==> config.mk <==
export PLATFORM = sky130hd
export DESIGN_NAME = branch_predict_ctrl
export DESIGN_NICKNAME = d
export VERILOG_FILES = /design/src/rtl/branch_predict_ctrl.sv
export SDC_FILE = /design/constraint.sdc
export NUM_CORES = 2
export LEC_CHECK = 0
export CELL_PAD_IN_SITES_DETAIL_PLACEMENT = 0
export CELL_PAD_IN_SITES_GLOBAL_PLACEMENT = 1
export CORE_UTILIZATION = 50
export CTS_BUF_LIST = sky130_fd_sc_hd__clkbuf_2
export DETAILED_ROUTE_END_ITERATION = 16
export PLACE_DENSITY = 0.84
export SYNTH_ARGS = -nofsm -noshare
export SYNTH_HDL_FRONTEND = slang
export SYNTH_SLANG_ARGS = --single-unit
==> constraint.sdc <==
create_clock -name clk -period 18.6 [get_ports clk]
set_clock_uncertainty 0.2 [all_clocks]
set_input_delay 4.65 -clock clk [delete_from_list [all_inputs] [get_ports clk]]
set_output_delay 4.65 -clock clk [all_outputs]
set_load 0.02 [all_outputs]
==> src/rtl/branch_predict_ctrl.sv <==
// Direct-mapped BTB with 2-bit counters plus EX-stage mispredict redirect/flush control.
// Optional statistics counters are built only when BRANCH_STATS_EN is defined.
module branch_predict_ctrl #(
    parameter int IDX_W = 4,
    parameter int PC_W  = 32
) (
    input  logic            clk,
    input  logic            rst,
    input  logic [PC_W-1:0] if_pc,
    output logic            if_pred_taken,
    output logic [PC_W-1:0] if_pred_target,
    input  logic            ex_valid,
    input  logic            ex_branch,
    input  logic            ex_jal,
    input  logic            ex_taken,
    input  logic [PC_W-1:0] ex_pc,
    input  logic [PC_W-1:0] ex_target,
    input  logic            ex_pred_taken,
    input  logic [PC_W-1:0] ex_pred_target,
    input  logic            stall,
    output logic            redirect_valid,
    output logic [PC_W-1:0] redirect_pc,
    output logic            flush,
    output logic [31:0]     stat_branches,
    output logic [31:0]     stat_mispredicts
);

    localparam int ENTRIES = 1 << IDX_W;
    localparam int TAG_W   = PC_W - IDX_W - 2;
    localparam logic [PC_W-1:0] PC_STEP = PC_W'(4);

    typedef enum logic {RUN, FLUSH} state_t;

    state_t state, state_next;

    logic [ENTRIES-1:0] tbl_valid;
    logic [TAG_W-1:0]   tbl_tag    [ENTRIES];
    logic [PC_W-1:0]    tbl_target [ENTRIES];
    logic [1:0]         tbl_ctr    [ENTRIES];

    logic [IDX_W-1:0] if_idx, ex_idx;
    logic [TAG_W-1:0] if_tag, ex_tag;
    logic             if_hit, ex_hit;
    logic             resolve, actual, mispredict;
    logic             unused_ok;

    function automatic logic [1:0] sat_inc(input logic [1:0] c);
        return (c == 2'b11) ? c : c + 2'b01;
    endfunction

    function automatic logic [1:0] sat_dec(input logic [1:0] c);
        return (c == 2'b00) ? c : c - 2'b01;
    endfunction

    assign if_idx = if_pc[IDX_W+1:2];
    assign if_tag = if_pc[PC_W-1:IDX_W+2];
    assign ex_idx = ex_pc[IDX_W+1:2];
    assign ex_tag = ex_pc[PC_W-1:IDX_W+2];
    assign unused_ok = ^if_pc[1:0];

    // Lookup reads the registered table, so a same-cycle update is not yet visible.
    assign if_hit         = tbl_valid[if_idx] && (tbl_tag[if_idx] == if_tag);
    assign if_pred_taken  = if_hit && tbl_ctr[if_idx][1];
    assign if_pred_target = if_pred_taken ? tbl_target[if_idx] : '0;

    assign ex_hit     = tbl_valid[ex_idx] && (tbl_tag[ex_idx] == ex_tag);
    assign resolve    = (state == RUN) && ex_valid && (ex_branch || ex_jal) && !stall;
    assign actual     = ex_jal ? 1'b1 : ex_taken;
    assign mispredict = (actual != ex_pred_taken) ||
                        (actual && ex_pred_taken && (ex_pred_target != ex_target));

    always_ff @(posedge clk) begin
        if (rst) begin
            tbl_valid <= '0;
            for (int i = 0; i < ENTRIES; i++) begin
                tbl_tag[i]    <= '0;
                tbl_target[i] <= '0;
                tbl_ctr[i]    <= 2'b01;
            end
        end else if (resolve) begin
            if (actual) begin
                tbl_valid[ex_idx]  <= 1'b1;
                tbl_tag[ex_idx]    <= ex_tag;
                tbl_target[ex_idx] <= ex_target;
                tbl_ctr[ex_idx]    <= sat_inc(tbl_ctr[ex_idx]);
            end else if (ex_hit) begin
                tbl_ctr[ex_idx]    <= sat_dec(tbl_ctr[ex_idx]);
            end
        end
    end

    always_ff @(posedge clk) begin
        if (rst) begin
            state       <= RUN;
            redirect_pc <= '0;
        end else begin
            state <= state_next;
            if (resolve && mispredict) begin
                redirect_pc <= actual ? ex_target : ex_pc + PC_STEP;
            end
        end
    end

    always_comb begin
        state_next     = state;
        redirect_valid = 1'b0;
        flush          = 1'b0;
        case (state)
            RUN: begin
                if (resolve && mispredict) state_next = FLUSH;
            end
            FLUSH: begin
                redirect_valid = 1'b1;
                flush          = 1'b1;
                state_next     = RUN;
            end
            default: state_next = RUN;
        endcase
    end

`ifdef BRANCH_STATS_EN
    logic [31:0] branch_cnt, mispredict_cnt;

    always_ff @(posedge clk) begin
        if (rst) begin
            branch_cnt     <= '0;
            mispredict_cnt <= '0;
        end else if (resolve) begin
            if (branch_cnt != 32'hFFFF_FFFF) branch_cnt <= branch_cnt + 32'd1;
            if (mispredict && (mispredict_cnt != 32'hFFFF_FFFF))
                mispredict_cnt <= mispredict_cnt + 32'd1;
        end
    end

    assign stat_branches    = branch_cnt;
    assign stat_mispredicts = mispredict_cnt;
`else
    assign stat_branches    = 32'd0;
    assign stat_mispredicts = 32'd0;
`endif

endmodule

=== After elaboration in Yosys (flattened, before gate mapping) ===
Memories as Yosys holds them, arrays and structs flattened.
Cells that the tools add are included.

* Register bits: 49
* Memory bits (writable): 960
* Input bits: 136
* Output and inout port bits: 131
* Logic and storage cells: 73
* Memories: 3

* Add/subtract/negate cells: 3
* Order comparisons: 3
* Eq/ne operators: 5
* Multiplexer cells: 35
* Bitwise operators: 3
* Reduce and logical (&&, ||, !) cells: 18

{| class="wikitable"
|+ Memory list
! name !! words !! width !! rd ports !! clocked after memory_dff !! wr ports !! RTL line !! RTL
|-
| tbl_target || 16 || 32 || 1 || 0 || 16 || 38 || <nowiki>logic [PC_W-1:0] tbl_target [ENTRIES];</nowiki>
|-
| tbl_tag || 16 || 26 || 2 || 0 || 16 || 37 || <nowiki>logic [TAG_W-1:0] tbl_tag [ENTRIES];</nowiki>
|-
| tbl_ctr || 16 || 2 || 2 || 0 || 16 || 39 || <nowiki>logic [1:0] tbl_ctr [ENTRIES];</nowiki>
|}

{| class="wikitable"
|+ Operators with widths
! cell !! number
|-
| two-way mux 32 bit || 3
|-
| equality test 26 bit || 2
|-
| adder 32 x 3 -> 32 bit (second input constant) || 1
|-
| != test 32 bit || 1
|-
| OR reduction 32 bit || 1
|-
| two-way mux 26 bit || 1
|-
| OR reduction 26 bit || 1
|-
| two-way mux 1 bit || 20
|-
| OR 16 bit || 1
|-
| two-way mux 4 bit || 3
|-
| logical AND 1 bit || 10
|-
| < comparator 4 x 5 -> 1 bit (second input constant) || 2
|-
| binary-select mux 1 bit (select 4 bit) || 2
|-
| two-way mux 2 bit || 4
|-
| demux 1 bit (select 4 bit) || 1
|-
| greater-or-equal comparator 4 x 1 -> 1 bit (second input constant) || 1
|-
| adder 2 x 1 -> 2 bit (second input constant) || 1
|-
| equality test 2 bit (second input constant) || 1
|-
| logical NOT 2 bit || 1
|-
| logical OR 1 bit || 2
|-
| case mux 1 bit (2 select lines) || 1
|-
| AND reduction 2 bit || 1
|-
| OR reduction 2 bit || 1
|-
| subtractor 2 x 1 -> 2 bit (second input constant) || 1
|-
| other kinds (4) || 4
|}

=== Logic depth before layout (Yosys ltp) ===
* Word-level depth: 11
* Gate-level depth with buffers: 15
* Depth with buffers taken out: 9

=== Worst setup path before layout ===
No wires, ideal clock.

* Kind: input -> output
* From: input if_pc[2]
* To: output if_pred_target[10]
* Arrival time: 7.821 ns
* Required time: 13.750 ns
* Setup slack: 5.929 ns
* Cell stages on the path: 10
* Path buffers: 4
* Cells stage by stage: clkbuf_1 buf_1 buf_2 mux4_2 mux4_2 xor2_1 nor3_1 nand4_1 clkbuf_1 nor2b_1

* Word-level cells in the longest chain between the ends: 5
* Elaborated cells on any way between the ends: 9
* Classes of those cells: eq/ne: 1; mux: 3; reduce/logical: 2; memory: 3

{| class="wikitable"
|+ Ends and longest elaborated chain
! element !! RTL line !! RTL
|-
| from (decl) || 9 || <nowiki>input logic [PC_W-1:0] if_pc,</nowiki>
|-
| memory (16 x 26 bit) or binary-select mux 1 bit (select 4 bit) (tied branches) || n/a ||
|-
| equality test 26 bit or two-way mux 1 bit (tied branches) || 62 || <nowiki>assign if_hit = tbl_valid[if_idx] && (tbl_tag[if_idx] == if_tag);</nowiki>
|-
| logical AND 1 bit || 62 ||
|-
| logical AND 1 bit || 63 || <nowiki>assign if_pred_taken = if_hit && tbl_ctr[if_idx][1];</nowiki>
|-
| two-way mux 32 bit * || 64 || <nowiki>assign if_pred_target = if_pred_taken ? tbl_target[if_idx] : '0;</nowiki>
|-
| to (decl) || 11 || <nowiki>output logic [PC_W-1:0] if_pred_target,</nowiki>
|}

Mark *: on every way between the ends. The rest lies on a longest branch, timed or not. The select of a mux whose other input is x is not followed.

=== Final worst setup path ===
* From: input if_pc[2]
* To: output if_pred_target[30]

The elaborated chain is that of the path after synthesis.

==> metrics <==
status=complete, no violations; Clock transition at path regs=0.09 ns; # fillers=8234; I/O Buffers=200; EDFF count, synth=960; worst skew pair latency=1.56 ns; Starting Density=50.4%; Synth Warn #=0; GP Congestion=0.913; MaxCap Viol Count=0; post-DR wirelength/cell=31.2 microns; fraction of layout instances using a drive strength above 1=24.6%; Setup crit start kind=input port; Die Wd=323 microns; die height=323 microns; routed via count=34.0k; global-route wire length before repair=233 mm; syn avg cell area=14.4 sq um; Setup Buffers After CTS=0; # rows=117; Final Max Tran Viols=0; Num CTS Buffers=279; min Tclk post-route=14.86 ns; setup ws final=3.74 ns; first-iteration detailed-routing DRC count=4840; power per cell area=80.6 nW/um^2; Layout Cells excl Fill=5304; VDD IR max=0.0000532 V; CTS tree=done; Area Overhead vs Synth=10.1%; crit path DAT=10.01 ns; Post-DP HPWL=93.8 mm; Worst Tran Pin Value=1.26 ns; CP Cell Sequence=buf_8 > buf_4 > mux4_2 > mux4_2 > xor2_1 > nor4_1 > nand4_1 > buf_4 > nor2b_1 > clkdlybuf4s50_1; Slew headroom=13.8%; Top Family by Delay on Critical Path=buffers and inverters; Die ar.=104000 sq um; drt pass-1 iters=5; number of synthesized register bits=1009; remaining antenna violation count=0; Total GRT Usage=31.8%; Total Wirelength=165 mm; io pins=267; CP Capture Type=output port; Pleak=0.0215 uW; crit-path max FO=55; setup repair after global routing missed its margin=no; grt ovf=0; initial antenna violation count=18; post-synthesis sequential area ratio=58.0%; hold buffers post-CTS=0; number of global-route vias before repair=33.6k; Max Fclk=67.3 MHz; Mapped Cells=3561; mapped cell area=51400 sq um; via/cell ratio=6.41; placed cell count=4847; largest net degree at the start of global routing=96; WP buf/inv=4; clk sink count=1009; clk buf depth=4; Crit path largest cell delay=0.95 ns; Root Driver=clkbuf_2; HP Class=reg2reg; Final Net Count=3901; Synth cell types=73; pre-CTS WS=3.90 ns; Core Footprint=102000 sq um; Top FF cell, synth=edfxtp_1; CP Data Required Time=13.75 ns; Async S/R FF share, synth=0%; cell at the slowest stage of the critical path=nor4_1; endpoints failing setup=0; final worst-path cycle share=79.9%; H-tree levels=5; PostCTS Resize Cnt=0; Post-route DRC=0; Worst Path Class, Setup=in2out; Final Hold Viols=0; Post-Route Setup TNS=0 ns
==> area by class of cell <==
class                      instances  area [sq um]  share of cell area [%]
multi-input combinational       2140         19900                    35.2
timing repair buffer             312          2870                    5.06
sequential                      1009         29800                    52.7
clock inverter                    54           215                   0.380
clock buffer                     396          1980                    3.50
tap                             1368          1710                    3.02
inverter                          18          67.6                   0.119
antenna                            7          17.5                  0.0310
==> synth_stat cells (5+ instances only) <==
| library cell | n | area share [%] |
|---|---|---|
| o21ai_0 | 58 | 0.56 |
| mux4_2 | 368 | 16 |
| a22oi_1 | 18 | 0.26 |
| a32oi_1 | 6 | 0.10 |
| buf_4 | 69 | 1.0 |
| edfxtp_1 | 960 | 56 |
| and2_1 | 592 | 7.2 |
| buf_2 | 25 | 0.24 |
| dfxtp_1 | 49 | 1.9 |
| or4_1 | 5 | 0.073 |
| a21oi_1 | 15 | 0.15 |
| buf_6 | 12 | 0.26 |
| a21oi_2 | 10 | 0.17 |
| and3_1 | 205 | 2.5 |
| nor4_1 | 13 | 0.16 |
| o21bai_1 | 29 | 0.42 |
| o22ai_1 | 7 | 0.085 |
| xnor2_1 | 82 | 1.4 |
| buf_1 | 40 | 0.29 |
| a21o_1 | 13 | 0.19 |
| nand2b_1 | 6 | 0.073 |
| clkbuf_1 | 310 | 2.3 |
| inv_1 | 10 | 0.073 |
| nor2_1 | 72 | 0.53 |
| ha_1 | 5 | 0.12 |
| a22o_1 | 13 | 0.22 |
| nor2b_1 | 37 | 0.45 |
| nand4_1 | 25 | 0.30 |
| nor3_1 | 162 | 1.6 |
| xor2_1 | 26 | 0.44 |
| mux2i_1 | 120 | 2.3 |
| nand3_1 | 20 | 0.19 |
| and3b_1 | 5 | 0.085 |
| mux2_2 | 14 | 0.31 |
| nand2_1 | 92 | 0.67 |
| a221o_1 | 5 | 0.097 |
==> metal layers <==
metal / share of wire, % / routed length, microns / track usage (%)
met5: 0.057 / 94 / 0
met4: 4.1 / 6780 / 13.8
met3: 13 / 22200 / 10.1
met2: 46 / 76600 / 49.2
met1: 36 / 59800 / 41.4
==> sequential cells by signal (all words and copies together), names as in the netlist <==
name and flops:
tbl_tag 416, tbl_ctr 32, tbl_target 512, tbl_valid 16
redirect_pc 32, state 1
==> cell usage in the layout (no fill, tap or decap), types with 20 or more instances in the layout <==
cell type	synthesis	routed
edfxtp_1	960	960
and2_1	592	592
clkbuf_2	0	396
mux4_2	368	368
and3_1	205	201
clkdlybuf4s50_1	0	194
nor3_1	162	162
mux2i_1	120	120
buf_4	69	113
nand2_1	92	91
xnor2_1	82	82
conb_1	1	64
nor2_1	72	59
dfxtp_1	49	49
clkinv_1	4	44
o21ai_0	58	42
nor2b_1	37	37
o21bai_1	29	29
xor2_1	26	26
nand4_1	25	25
nand3_1	20	20
==> metrics by stage <==
step / util (%) / cell area, sq um / hold slack (ns) / power [uW]
2_1_floorplan: - / 51600 / 0.237 / 2940
3_3_place_gp: 53.4 / 54400 / 0.252 / 3120
3_5_place_dp: 53.4 / 54400 / 0.253 / 3130
4_1_cts: 55.5 / 56600 / 0.275 / 4560
5_1_grt: 55.5 / 56600 / 0.304 / 4710
6_report: 55.5 / 56600 / 0.284 / 4560
==> worst min-delay path: stages, from the launching register on <==
cell	delay, ns
dfxtp_1	0.33
nand2_1	0.06
a32oi_1	0.05
==> path summary, 6_finish.rpt <==
kind,startpoint,to,slack [ns],cells past startpoint
setup / recovery,if_pc[2],if_pred_target[30],3.74,10
hold / removal,redirect_pc[29],redirect_pc[29],0.28,2
setup reg to reg,state,tbl_target[2][8],13.43,7
hold reg to reg,redirect_pc[29],redirect_pc[29],0.28,2
==> kinds of logic after synthesis <==
kind of cell	share of synthesized area [%]
xor gates and xnor gates	1.84
AOI/OAI and AO/OA	3.03
other	0.00730
and+or+nand+nor	14.0
buffers and inverters	4.24
muxes	18.8
adders and majority gates	0.122
DFF	58.0
==> report_power, final <==
| group | internal [uW] | leakage, uW | total, uW | switching, uW |
|---|---|---|---|---|
| sequential | 2540 | 0.0106 | 2560 | 24.2 |
| combinational | 191 | 0.00906 | 523 | 332 |
| clock | 562 | 0.00176 | 1480 | 915 |
Note: power is estimated with default switching activity, not from simulation.
